## config.mk

```make
export PLATFORM = sky130hd
export DESIGN_NAME = ysyx_23060187_ifu
export DESIGN_NICKNAME = d
export VERILOG_FILES = /design/src/rtl/ysyx_23060187_ifu.sv
export SDC_FILE = /design/constraint.sdc
export NUM_CORES = 1
export LEC_CHECK = 0
export CORE_MARGIN = 2
export CORE_UTILIZATION = 51
export CTS_BUF_LIST = sky130_fd_sc_hd__clkbuf_2
export CTS_CLUSTER_SIZE = 14
export DETAILED_ROUTE_END_ITERATION = 8
export PLACE_DENSITY = 0.84
export SETUP_SLACK_MARGIN = 0.02
export SYNTH_ARGS = -nofsm -noshare
export SYNTH_HDL_FRONTEND = slang
export SYNTH_SLANG_ARGS = --single-unit
```

## constraint.sdc

```tcl
create_clock -name clk -period 4.79 [get_ports clk]
set_input_delay 0.958 -clock clk [delete_from_list [all_inputs] [get_ports clk]]
set_output_delay 0.958 -clock clk [all_outputs]
set_load 0.02 [all_outputs]
```

## src/rtl/ysyx_23060187_ifu.sv

```systemverilog
`default_nettype none
// ============================================================================
// Module   : ysyx_23060187_ifu
// Brief    : Instruction fetch unit. Holds the PC, issues one memory read at
//            a time and hands instruction/PC pairs to decode.
// Revision : 1.0 - initial release
// ============================================================================
module ysyx_23060187_ifu #(
    parameter int               XLEN     = 32,
    parameter logic [XLEN-1:0]  RESET_PC = 32'h8000_0000
) (
    input  logic             clk,
    input  logic             rst,
    output logic             req_valid,
    output logic [XLEN-1:0]  req_addr,
    input  logic             req_ready,
    input  logic             resp_valid,
    input  logic [XLEN-1:0]  resp_data,
    output logic             inst_valid,
    output logic [XLEN-1:0]  inst,
    output logic [XLEN-1:0]  inst_pc,
    input  logic             inst_ready,
    input  logic             jump,
    input  logic [XLEN-1:0]  jump_target,
    output logic [31:0]      fetch_cnt
);

    typedef enum logic [1:0] {
        S_IDLE = 2'd0,
        S_REQ  = 2'd1,
        S_WAIT = 2'd2,
        S_HOLD = 2'd3
    } state_e;

    localparam logic [XLEN-1:0] c_pc_step = XLEN'(4);

    state_e          state_q, state_d;
    logic [XLEN-1:0] pc_q, pc_d;
    logic            drop_q, drop_d;
    logic            inst_valid_q, inst_valid_d;
    logic [XLEN-1:0] inst_q, inst_d;
    logic [XLEN-1:0] inst_pc_q, inst_pc_d;
    logic [31:0]     fetch_cnt_q, fetch_cnt_d;

    logic [XLEN-1:0] jump_tgt;
    logic            unused_tgt_lsbs;

    // Redirect targets are forced onto a word boundary.
    assign jump_tgt        = {jump_target[XLEN-1:2], 2'b00};
    assign unused_tgt_lsbs = ^jump_target[1:0];

    always_comb begin
        state_d      = state_q;
        pc_d         = pc_q;
        drop_d       = drop_q;
        inst_valid_d = inst_valid_q;
        inst_d       = inst_q;
        inst_pc_d    = inst_pc_q;
        fetch_cnt_d  = fetch_cnt_q;

        case (state_q)
            S_IDLE: begin
                state_d = S_REQ;
                if (jump) pc_d = jump_tgt;
            end
            S_REQ: begin
                if (jump) pc_d = jump_tgt;
                if (req_ready) begin
                    state_d = S_WAIT;
                    // Old address already accepted: its reply must be thrown away.
                    if (jump) drop_d = 1'b1;
                end
            end
            S_WAIT: begin
                if (resp_valid) begin
                    if (jump) begin
                        pc_d    = jump_tgt;
                        drop_d  = 1'b0;
                        state_d = S_REQ;
                    end else if (drop_q) begin
                        drop_d  = 1'b0;
                        state_d = S_REQ;
                    end else begin
                        inst_d       = resp_data;
                        inst_pc_d    = pc_q;
                        inst_valid_d = 1'b1;
                        pc_d         = pc_q + c_pc_step;
                        state_d      = S_HOLD;
                    end
                end else if (jump) begin
                    pc_d   = jump_tgt;
                    drop_d = 1'b1;
                end
            end
            S_HOLD: begin
                // A redirect cancels the held instruction even if decode takes it.
                if (jump) begin
                    inst_valid_d = 1'b0;
                    pc_d         = jump_tgt;
                    state_d      = S_REQ;
                end else if (inst_ready) begin
                    inst_valid_d = 1'b0;
                    fetch_cnt_d  = fetch_cnt_q + 32'd1;
                    state_d      = S_REQ;
                end
            end
            default: state_d = S_IDLE;
        endcase
    end

    always_ff @(posedge clk or negedge rst) begin
        if (!rst) begin
            state_q      <= S_IDLE;
            pc_q         <= RESET_PC;
            drop_q       <= 1'b0;
            inst_valid_q <= 1'b0;
            inst_q       <= '0;
            inst_pc_q    <= '0;
            fetch_cnt_q  <= '0;
        end else begin
            state_q      <= state_d;
            pc_q         <= pc_d;
            drop_q       <= drop_d;
            inst_valid_q <= inst_valid_d;
            inst_q       <= inst_d;
            inst_pc_q    <= inst_pc_d;
            fetch_cnt_q  <= fetch_cnt_d;
        end
    end

    assign req_valid  = (state_q == S_REQ);
    assign req_addr   = pc_q;
    assign inst_valid = inst_valid_q;
    assign inst       = inst_q;
    assign inst_pc    = inst_pc_q;
    assign fetch_cnt  = fetch_cnt_q;

endmodule
`default_nettype wire

```

==> results.cfg <==
[synthesis]
synth_area_leaders = dfrtp_1 (56%), mux2_2 (13%), xnor2_1 (4.2%), nand2_1 (2.7%), xor2_1 (2.2%)
async_reset_ff_frac = 1.000
synth.yosys.seq_area_share = 0.5638
netlist_area_sq_mm = 0.005861
synth_enable_flop_cells = 0
synth_area_per_cell_sq_um = 11.79
synth_ff_type = dfrtp_1
synth_top_area_share = 0.5594
synth_warnings = 0
synth_cells = 497
synth_area_leader_cell = dfrtp_1
synth.distinct_cells = 53
synth_nets = 573
ys_ff_latch = 132

[cells_and_area]
final_cell_mix = clkdlybuf4s50_1 (195), dfrtp_1 (131), mux2_2 (69), nand2_1 (42), xnor2_1 (28)
synthToLayoutAreaGrowth_pct = 39.28
final_cells = 849
n_antenna_cell = 0
drive_gt1_frac = 0.1544
layout_commonest_cell = clkdlybuf4s50_1
final_net_count = 770

[pwr]
power.density_mw_per_mm2 = 392.9
p_clk_frac = 0.190
combPwrFrac = 0.343
swShare = 0.3297
switching_power_mw = 1.057
fin_total_pwr_mw = 3.207
p_int_mw = 2.150
power_frac_seq = 0.467
peakVddDrop_mv = 0.3001
p_leak_nw = 3.551

[worst_setup_path]
start_kind = flop
cp_max_fo = 4
required_ns = 3.83
crit_type = flop to output pin
crit_path_end_kind = output pin
cp-startpoint = state_q[1]$_DFFE_PN0P_
arrival_ns = 2.10
reg2reg_from = state_q[0]$_DFFE_PN0P_

[drt]
ant_nets = 0
first_pass_iters = 4
via_per_inst = 5.645
drc = 0
finalWirelength_um = 14830
drt-initial-drc-count = 275
wl_per_cell_um = 17.46
vias = 4793

[sta]
setup-tns-final_ns = 0
min_period_over_period = 0.6377
setup_ws_ns = 1.736
clock_skew_ns = 0.02346
fin_crit_ns = 3.054
worst_pin_slew_ns = 0.9297
setup_viol = 0
hold_violations = 0
max_freq_mhz = 327.4
slew_headroom = 0.3745
final_max_slew_viol_count = 0
holdWs_ns = 0.3012
rsz0062_at_grt = no

[clocking]
cts_setup_buffers = 0
cts_resized = 0
h-tree-depth = 4
clk_pin_slew_ns = 0.18
clk_latency_ns = 0.69
cts_tree = done
cts_buffer_depth = 2
clock-sinks = 132
cts_root_buf = clkbuf_2
cts_buffers = 17
hold_buffers = 0

[floorplanning]
die_h_um = 111.2
io_pins = 200
core_sq_mm = 0.01132
die_x_um = 111.2
rows = 39
start_util = 0.5177
die_area_sq_mm = 0.01237

[min_path]
hp-class = input port to asynchronous set/reset pin

[global_routing]
gr-usage-met3 = 0.07217
grt.overflow.total = 0
grt_pass1_wl_um = 24670
grt_max_degree = 90
grt_pass1_vias = 4891
antenna_found_initial = 0
grtUsageMet1 = 0.3088
grt-busiest-layer = met2
grtUsageMet2 = 0.4179
grt_usage = 0.2510

[flow_run]
maxCapViolCount = 0

[placement]
io_buffers = 197
dp.cells = 818
dp_slack_ns = 1.225
place.gp.congestion = 0.7920
hpwl_um = 10850

[run_status]
status = finished clean
-- kinds of logic after synthesis --
| group | count (synthesis) | synth area share |
|---|---|---|
| AO/OA/AOI/OAI | 55 | 0.06192 |
| flip-flops | 132 | 0.5638 |
| buffers and inverters | 34 | 0.02263 |
| multiplexers | 70 | 0.1343 |
| AND/OR/NAND/NOR | 157 | 0.1403 |
| adder cells (fa/ha/maj) | 6 | 0.01281 |
| XOR/XNOR | 43 | 0.06426 |
-- synth_stat cells, drive strengths merged (2+ instances only) --
cell / count
or3: 3
nor2: 26
mux2: 69
nor4: 7
a311oi: 3
nand4: 20
a31oi: 3
o311ai: 2
o32ai: 2
nor2b: 4
and2: 4
nor3: 7
xnor2: 28
nand3b: 2
o21ai: 20
nand2: 42
xor2: 15
o22ai: 2
a211o: 2
and4: 4
buf: 4
clkbuf: 18
dfrtp: 131
and3: 7
a21oi: 7
inv: 12
ha: 6
nand3: 20
a31o: 3
or4: 4
a221oi: 2
-- registers in the layout, indices dropped and copies added (netlist names) --
| signal | flops |
|---|---|
| fetch_cnt | 32 |
| inst_pc | 32 |
| req_addr | 32 |
| inst | 32 |
| inst_valid | 1 |
| drop_q | 1 |
| state_q | 2 |
-- final timing paths --
path / slack [ns] / cells after the start / to
setup / recovery: 1.74 / 3 / req_valid
hold / removal: 0.30 / 1 / fetch_cnt[17]$_DFFE_PN0P_
setup reg to reg: 1.94 / 7 / req_addr[29]$_DFFE_PN0P_
hold reg to reg: 0.49 / 1 / fetch_cnt[31]$_DFFE_PN0P_
max in group asynchronous: 3.39 / 2 / req_addr[24]$_DFFE_PN0P_
min in group clk: 0.49 / 1 / fetch_cnt[31]$_DFFE_PN0P_
-- layer usage --
layer / up-vias / share of wire
met5: - / 0
met4: 0 / 0.025
met3: 27 / 0.062
met2: 185 / 0.51
met1: 2398 / 0.40
li1: 2183 / -
-- layout make-up --
cell class,count,area [sq um]
Sequential cell,132,3304
Fill cell,833,3158
Multi-Input combinational cell,331,2431
Timing Repair Buffer,200,2003
Tap cell,143,178.9
Clock buffer,23,115.1
Clock inverter,8,85.08
Inverter,12,45.04
-- worst max-delay path, stage by stage (launching register included) --
cell and delay, ns:
dfrtp_1 0.44, inv_1 0.11, ha_1 0.22, clkdlybuf4s50_1 0.62
-- power by group through the flow --
stage          clock network, mW  registers (mW)  logic [mW]
5_1_grt                    0.683            1.53        1.17
3_3_place_gp                   0            1.50        1.08
2_1_floorplan                  0            1.73       0.294
6_report                   0.610            1.50        1.10
4_1_cts                    0.632            1.50        1.11
3_5_place_dp                   0            1.52        1.11
-- per-stage QoR --
step | area [sq um] | util
3_3_place_gp | 7963 | 0.7034
5_1_grt | 8163 | 0.7210
2_1_floorplan | 5861 | -
3_5_place_dp | 7963 | 0.7034
4_1_cts | 8163 | 0.7210
6_report | 8163 | 0.7210
Power figures use the tool's default switching activity.
